$ cat src/rtl/apb_req_arbiter.sv
// Arbitrates NREQ requesters onto the single request port of an APB bridge master.
// Round-robin by default; define APB_ARB_FIXED_PRIO_EN for lowest-index-wins priority.
module apb_req_arbiter #(
  parameter int NREQ = 4,
  parameter int AW   = 16,
  parameter int DW   = 16,
  localparam int IW  = $clog2(NREQ)
) (
  input  logic                 pclk,
  input  logic                 presetn,
  input  logic [NREQ-1:0]      cli_req,
  input  logic [NREQ-1:0]      cli_wr,
  input  logic [NREQ*AW-1:0]   cli_addr,
  input  logic [NREQ*DW-1:0]   cli_wdata,
  output logic [NREQ-1:0]      cli_ack,
  output logic [NREQ-1:0]      cli_done,
  output logic [DW-1:0]        cli_rdata,
  output logic                 m_req,
  output logic                 m_wr,
  output logic [AW-1:0]        m_addr,
  output logic [DW-1:0]        m_wdata,
  input  logic                 m_ack,
  input  logic                 m_complete,
  input  logic [DW-1:0]        m_rdata,
  output logic                 busy,
  output logic [IW-1:0]        owner
);

  typedef enum logic [1:0] {S_IDLE, S_ISSUE, S_WAIT} state_t;

  state_t            state_q, state_d;
  logic [IW-1:0]     last_q, last_d;
  logic [IW-1:0]     owner_q, owner_d;
  logic              m_req_q, m_req_d;
  logic              m_wr_q, m_wr_d;
  logic [AW-1:0]     m_addr_q, m_addr_d;
  logic [DW-1:0]     m_wdata_q, m_wdata_d;
  logic [NREQ-1:0]   cli_ack_q, cli_ack_d;
  logic [NREQ-1:0]   cli_done_q, cli_done_d;
  logic [DW-1:0]     cli_rdata_q, cli_rdata_d;
  logic              busy_q, busy_d;
  logic [IW-1:0]     win;

`ifdef APB_ARB_FIXED_PRIO_EN
  function automatic logic [IW-1:0] pick_winner(input logic [NREQ-1:0] req);
    logic [IW-1:0] sel;
    logic          found;
    sel   = '0;
    found = 1'b0;
    for (int i = 0; i < NREQ; i++) begin
      if (!found && req[i]) begin
        sel   = IW'(i);
        found = 1'b1;
      end
    end
    return sel;
  endfunction

  assign win = pick_winner(cli_req);
`else
  // Search starts just after the last completed owner and wraps around.
  function automatic logic [IW-1:0] pick_winner(input logic [NREQ-1:0] req,
                                                input logic [IW-1:0]   last);
    logic [IW-1:0] sel;
    logic          found;
    int            idx;
    sel   = '0;
    found = 1'b0;
    for (int k = 1; k <= NREQ; k++) begin
      idx = (int'(last) + k) % NREQ;
      if (!found && req[idx]) begin
        sel   = IW'(idx);
        found = 1'b1;
      end
    end
    return sel;
  endfunction

  assign win = pick_winner(cli_req, last_q);
`endif

  always_comb begin
    state_d     = state_q;
    last_d      = last_q;
    owner_d     = owner_q;
    m_req_d     = m_req_q;
    m_wr_d      = m_wr_q;
    m_addr_d    = m_addr_q;
    m_wdata_d   = m_wdata_q;
    cli_ack_d   = '0;
    cli_done_d  = '0;
    cli_rdata_d = cli_rdata_q;
    case (state_q)
      S_IDLE: begin
        if (|cli_req) begin
          state_d   = S_ISSUE;
          m_req_d   = 1'b1;
          m_wr_d    = cli_wr[win];
          m_addr_d  = cli_addr[int'(win)*AW +: AW];
          m_wdata_d = cli_wdata[int'(win)*DW +: DW];
          owner_d   = win;
        end
      end
      S_ISSUE: begin
        if (m_ack) begin
          m_req_d   = 1'b0;
          cli_ack_d = NREQ'(1) << owner_q;
          state_d   = S_WAIT;
        end
      end
      S_WAIT: begin
        if (m_complete) begin
          cli_done_d = NREQ'(1) << owner_q;
          if (!m_wr_q) begin
            cli_rdata_d = m_rdata;
          end
          last_d  = owner_q;
          state_d = S_IDLE;
        end
      end
      default: state_d = S_IDLE;
    endcase
    busy_d = (state_d != S_IDLE);
  end

  always_ff @(posedge pclk or negedge presetn) begin
    if (!presetn) begin
      state_q     <= S_IDLE;
      last_q      <= IW'(NREQ - 1);
      owner_q     <= '0;
      m_req_q     <= 1'b0;
      m_wr_q      <= 1'b0;
      m_addr_q    <= '0;
      m_wdata_q   <= '0;
      cli_ack_q   <= '0;
      cli_done_q  <= '0;
      cli_rdata_q <= '0;
      busy_q      <= 1'b0;
    end else begin
      state_q     <= state_d;
      last_q      <= last_d;
      owner_q     <= owner_d;
      m_req_q     <= m_req_d;
      m_wr_q      <= m_wr_d;
      m_addr_q    <= m_addr_d;
      m_wdata_q   <= m_wdata_d;
      cli_ack_q   <= cli_ack_d;
      cli_done_q  <= cli_done_d;
      cli_rdata_q <= cli_rdata_d;
      busy_q      <= busy_d;
    end
  end

  assign m_req     = m_req_q;
  assign m_wr      = m_wr_q;
  assign m_addr    = m_addr_q;
  assign m_wdata   = m_wdata_q;
  assign cli_ack   = cli_ack_q;
  assign cli_done  = cli_done_q;
  assign cli_rdata = cli_rdata_q;
  assign busy      = busy_q;
  assign owner     = owner_q;

endmodule

$ cat config.mk
export PLATFORM = sky130hd
export DESIGN_NAME = apb_req_arbiter
export DESIGN_NICKNAME = d
export VERILOG_FILES = /design/src/rtl/apb_req_arbiter.sv
export SDC_FILE = /design/constraint.sdc
export NUM_CORES = 1
export LEC_CHECK = 0
export ABC_CLOCK_PERIOD_IN_PS = 2960
export CORE_MARGIN = 2
export CORE_UTILIZATION = 52
export DETAILED_ROUTE_END_ITERATION = 8
export DONT_BUFFER_PORTS = 1
export PLACE_DENSITY = 0.67
export SYNTH_ARGS = -nofsm -noshare
export SYNTH_HDL_FRONTEND = slang
export SYNTH_SLANG_ARGS = --single-unit
$ cat constraint.sdc
create_clock -name pclk -period 2.96 [get_ports pclk]
set_input_delay 0.74 -clock pclk [delete_from_list [all_inputs] [get_ports pclk]]
set_output_delay 0.74 -clock pclk [all_outputs]
set_load 0.05 [all_outputs]
==> impl_metrics.toml <==
[critical_path]
worstPathRequired_ps = 3170
start_kind = "register"
crit_chain = "nand3b_1 -> nor2_2 -> mux2_2"
max_stage_delay_ps = 690
crit_type = "register to register"
cp.arrival_ps = 2250
crit_slowest_cell = "nor2_2"
cp-end-kind = "register"
cp_max_fo = 16

[synth]
ys_top_cells_by_area = "dfrtp_1, mux2i_1, o221ai_1"
synth_cell_type_count = 27
yosysTopAreaCellShare_pct = 48.0
yosys_warnings = 0
yosys.cell_count.top_type = "mux2i_1"
postSynthAreaPerCell_sq_um = 11.8
synth_seq_area_share_pct = 49.6
synth_ff_type = "dfrtp_1"
syn_area_sq_um = 3290
synth_top_cell_by_area = "dfrtp_1"
async_reset_ff_share_pct = 100
synth-seq-cells = 65
synthTopCellsByCount = "mux2i_1, dfrtp_1, nand2_1, o221ai_1, mux2_2"
postSynthCellCount = 278
synth_nets = 434
synth_edf_count = 0

[routing]
dr.pass1.iters = 4
first_iter_violations = 80
wl_um = 7890
vias_per_cell = 6.36
ant_nets = 0
vias = 2252
wl_per_cell_um = 22.3
drc = 0

[power]
swShare_pct = 53.7
switching_power_mw = 2.70
ir_worst_vdd_mv = 0.689
leakage_nw = 1.59
pwr-share-clk_pct = 14.7
power.density_nw_per_um2 = 1440
intPower_mw = 2.32
combPwrFrac_pct = 27.2
power_mw = 5.02
sequentialPowerShare_pct = 58.1

[timing]
finalHoldViolations = 0
setup_viol = 0
rsz0062_at_grt = "no"
tightest_slew_ps = 751
slew_headroom_pct = 49.9
clock_skew_ps = 11.4
max_freq_ghz = 0.490
setup_tns_ps = 0
fin_crit_ps = 2040
slew_violations = 0
layout_worst_path_cycle_share_pct = 69.0

[layout]
area_growth_pct = 5.79
drive_above_1_share_pct = 15.1
fin_nets = 430
multi_input_area_sq_um = 1500
antennaDiodeCount = 0
fill_cells = 514
final-seq-area_sq_um = 1630
finalInstanceArea_sq_um = 3480

[global_route]
globalRouteMet3Util_pct = 6.03
grt_pass1_wl_um = 12000
met1_usage_pct = 25.6
first_global_vias = 2331
grt_busiest_layer = "met2"
grt-ovfl-total = 0
use_met2_pct = 38.7
antenna_found_initial = 0
grt_usage_pct = 22.1
grt_max_degree = 68

[cts]
clkTransAtPathRegs_ps = 80
clock_latency_ps = 330
hold_buffers = 0
cts.path.max_buffers = 2
htreeDepth = 3
cts_tree = "built"
cts-buffers-inserted = 9
post_cts_buffers = 0
cts_resized = 0
cts.sinks = 65
root_buffer = "clkbuf_8"

[place]
place_congestion = 0.814
dpl_cell_area_sq_um = 3280
dpl.hpwl_um = 5830
port_buffers = 0

[floorplan]
die_h_um = 83.5
io_pins = 217
rows = 28
coreArea_sq_um = 6030
start_util_pct = 54.5
die_w_um = 83.5
die_area_sq_um = 6970

[run]
cap_violations = 0

[hold_path]
hp-class = "primary input to asynchronous set/reset pin"

[run_status]
status = "finished, final reports clean"
## layer usage
metal / vias to the layer above / part of all wire [%]
li1: 1024 / -
met1: 1071 / 37
met2: 149 / 53
met3: 8 / 9.0
met4: 0 / 1.3
met5: - / 0
## layout make-up
cell class              count  area share [%]
flip-flops and latches     65            46.9
inverters                   1           0.108
repair buffers              5            1.44
well taps                  75            2.70
clock buffers              10            3.67
multi-input cells         192            43.2
clock inverters             6            2.02
## flip-flops by register name, summed over array words and instances, names as in the netlist
name       cells
state_q        2
owner          2
last_q         2
cli_ack        4
m_req          1
m_addr        16
cli_done       4
busy           1
m_wdata       16
m_wr           1
cli_rdata     16
## power by group through the flow
stage	Clock (mW)	Combinational (mW)	Sequential [mW]
floorplan	0	1.25	2.82
CTS	0.756	1.39	2.93
global route	0.804	1.52	2.97
detailed placement	0	1.39	2.94
finish	0.739	1.37	2.92
global placement	0	1.34	2.94
## cell usage in the layout, fill, tap and decap left out
cell type   Yosys  final
nor2_1          9      9
o221ai_1       33     33
a211oi_1        1      1
nand3_1         1      1
a211o_1         1      1
dfstp_2         2      2
o21ai_0         1      1
nor2b_1         1      1
mux2i_1        67     67
mux2_2         18     18
nand3b_1        2      2
buf_4           1      4
inv_1           1      1
nand2b_1        5      5
dfrtp_1        63     63
clkinv_4        0      2
clkinvlp_4      0      3
buf_12          4      1
nor3_1          2      2
nand2_1        44     44
nor2_2          1      1
clkbuf_8        0      9
a21oi_1         3      3
clkbuf_1       11      1
o21ai_1         1      1
bufinv_16       0      1
a31oi_1         1      1
o221a_4         0      1
## cell families after synthesis
logic type | Yosys count | synth area share (%)
buffers and inverters | 21 | 4.99
DFF | 65 | 49.6
muxes | 85 | 26.6
and+or+nand+nor | 65 | 8.30
AOI/OAI and AO/OA | 42 | 10.6
## worst max-delay path, delay by kind of cell (launching register included)
family,cells,cell delay [ps]
simple gates,2,1080
flops,1,440
mux,1,410
## path summary, 6_finish.rpt
check / from / to / slack (ps) / cells after the start
worst max-delay path: state_q[0]$_DFF_PN0_ / cli_rdata[15]$_DFFE_PN0P_ / 920 / 3
worst min-delay path: presetn / cli_ack[3]$_DFF_PN0_ / 90 / 0
worst max register to register: state_q[0]$_DFF_PN0_ / cli_rdata[15]$_DFFE_PN0P_ / 920 / 3
worst min register to register: state_q[1]$_DFF_PN0_ / state_q[1]$_DFF_PN0_ / 600 / 2
max in group asynchronous: presetn / last_q[0]$_DFFE_PN1P_ / 2660 / 0
min in group pclk: m_ack / state_q[0]$_DFF_PN0_ / 540 / 1
## metrics by stage
step	setup WS [ps]	hold slack (ps)	std cells	utilization (%)
floorplan	993	444	278	-
global placement	731	446	338	54.4
detailed placement	699	445	338	54.4
CTS	889	74.9	354	57.7
global route	790	63.5	354	57.7
finish	917	92.0	354	57.7
(Power assumes the default switching activity.)
==> patch: new RTL, same flow settings <==
The 3 states of `state_t` get a one-hot encoding in 3 bits.
--- a/src/rtl/apb_req_arbiter.sv
+++ b/src/rtl/apb_req_arbiter.sv
@@ -26,7 +26,7 @@
   output logic [IW-1:0]        owner
 );
 
-  typedef enum logic [1:0] {S_IDLE, S_ISSUE, S_WAIT} state_t;
+  typedef enum logic [2:0] {S_IDLE = 3'b001, S_ISSUE = 3'b010, S_WAIT = 3'b100} state_t;
 
   state_t            state_q, state_d;
   logic [IW-1:0]     last_q, last_d;
Function: no difference found for any inputs over 4 cycles, from zero or initial values and one cycle with presetn low; so few cycles prove little.
==> patch against the original RTL <==
- cell area up 18%
- largest power group unchanged
- total power up 8.2%
- highest routed layer unchanged
- die area up 17%
- count of clock-buffer cells in the layout down 1
- setup slack worse by 0.36 ns
- largest cell class is now multi-input gates
- sequential cell count up 1
- area after synthesis up 18%
- routed wire length up 30%
==> patch: results (changes against the original RTL) <==
RUN STATUS
--------------------------------------------------------------------------
Run status                                                    finished clean

PLACED DESIGN
--------------------------------------------------------------------------
Area after DPL                                                    3920 um2   +19%
Placer's final routability congestion estimate                       0.807   -0.86%
DP Wirelength                                                      7.21 mm   +24%

CRITICAL PATH
--------------------------------------------------------------------------
Launch instance of the worst register-to-register path          state_q[0]
Worst reg2reg setup slack                                          0.55 ns   -0.36 ns
Highest fanout seen on the critical path                                30   +14
Length in cells of the worst reg-to-reg path                             6   +3
Critical path arrival                                              2.60 ns   +0.35 ns
Critical path's slowest cell                                       dfstp_2
Critical path capture point                                     m_wdata[6]
Largest stage delay on the critical path                           0.60 ns   -0.09 ns
Critical path start-end classification                          reg -> reg

CTS
--------------------------------------------------------------------------
Root buffer cell                                                  clkbuf_8
Setup fix buffers added after clock tree synthesis                       0   unchanged
Buffer depth of the longest clock path                                   2   unchanged
Worst-path clk slew                                                0.08 ns   about the same
H-Tree Depth                                                             3   unchanged
Post-CTS Resized                                                         0   unchanged

SYNTHESIS
--------------------------------------------------------------------------
Share of the yosys chip area belonging to registers                  42.8%   -6.8 points
Top cells by area, synth                                      dfrtp_1 41%, a211oi_2 14%, mux2i_1 7.0%
Syn Nets                                                               491   +13%
Share of cell area taken by muxes after synthesis                    14.0%   -13 points
Ranking of synthesized cells by instance count                63 x dfrtp_1, 44 x a211oi_2, 42 x nor2_1, 27 x mux2i_1, 27 x o31a_1
Cell variety after synth                                                42   +56%
Async set-reset flop share out of synthesis                           100%   unchanged
Compound-gate portion of the synthesized area                        28.4%   +18 points
Number of warning messages in the yosys log                              0   unchanged

GRT
--------------------------------------------------------------------------
Vias in the first global route                                        2794   +20%
Wire length of the first global-routing pass                       15.7 mm   +31%
Pin count of the biggest net entering global routing                    67   -1.5%
All-layer global routing usage                                       24.5%   +2.4 points

FINAL LAYOUT
--------------------------------------------------------------------------
Layout cell share with drive strength beyond 1                       30.3%   +15 points
Post-route cell area                                              4100 um2   +18%
Filler cell count                                                      644   +25%
Number of nets in the finished design                                  481   +12%
N_diodes                                                                 0   unchanged

ROUTING
--------------------------------------------------------------------------
Routed via count divided by cell count                                6.54   +2.8%
Number of iterations in the first detailed-routing pass                  4   unchanged
Number of DRC violations after detailed-routing iteration 0             91   +14%
Number of remaining DRC errors                                           0   unchanged
Total wire length                                                  10.2 mm   +30%

WORST HOLD PATH
--------------------------------------------------------------------------
Classification of the worst-slack hold path                    in -> async

POWER
--------------------------------------------------------------------------
Leak pwr                                                           1.58 nW   -0.48%
Worst ir drop on vdd                                              0.627 mV   -9.0%

STA
--------------------------------------------------------------------------
Headroom to the max-slew limit                                       51.4%   +1.5 points
Largest clock skew in the final design                          0.00919 ns   -0.00222 ns

-- patch: layout make-up --
| class | count | share of cell area, % |
|---|---|---|
| clock buffer | 9 | 3.02 |
| sequential | 66 | 40.4 |
| inverter | 1 | 0.0915 |
| timing repair buffer | 9 | 2.56 |
| clock inverter | 7 | 1.43 |
| tap | 99 | 3.02 |
| multi-input combinational | 238 | 49.5 |
-- patch: kinds of logic (layout without fill, tap and decap cells) --
family          Yosys count  count (layout)
compound gates          114             114
simple gates             73              73
flops                    66              66
mux                      51              51
buf+inv                  31              26
-- patch: power by group --
part	leakage [nW]	switching (mW)	internal, mW
sequential	0.796	1.54	1.27
combinational	0.699	1.06	0.847
clock	0.0872	0.390	0.317
-- patch: critical path, delay by kind of cell, from the launching register on --
kind | cells | cell delay [ns]
AND/OR/NAND/NOR | 2 | 0.97
flip-flops | 1 | 0.60
buffers and inverters | 1 | 0.20
AO/OA/AOI/OAI | 3 | 0.47
-- patch: routing by layer --
layer	part of all wire [%]	track usage, %	up-vias
li1	-	-	1264
met1	41	30.6	1389
met2	50	41.4	147
met3	8.1	8.05	6
met4	0.60	5.77	0
met5	0	0	-
-- patch: worst min path at each step --
stage             endpoint  slack [ns]  cells past startpoint
2_1_floorplan         busy        0.44                      0
3_5_place_dp          busy        0.45                      0
4_1_cts               busy        0.08                      0
5_1_grt        cli_done[2]        0.06                      0
3_3_place_gp    state_q[2]        0.45                      0
6_report              busy        0.09                      0
-- patch: stage by stage --
stage / worst slack (ns) / hold WS, ns / cells
2_1_floorplan: 0.701 / 0.444 / 335
3_3_place_gp: 0.445 / 0.446 / 413
3_5_place_dp: 0.437 / 0.447 / 413
4_1_cts: 0.570 / 0.0760 / 429
5_1_grt: 0.463 / 0.0586 / 429
6_report: 0.553 / 0.0905 / 429
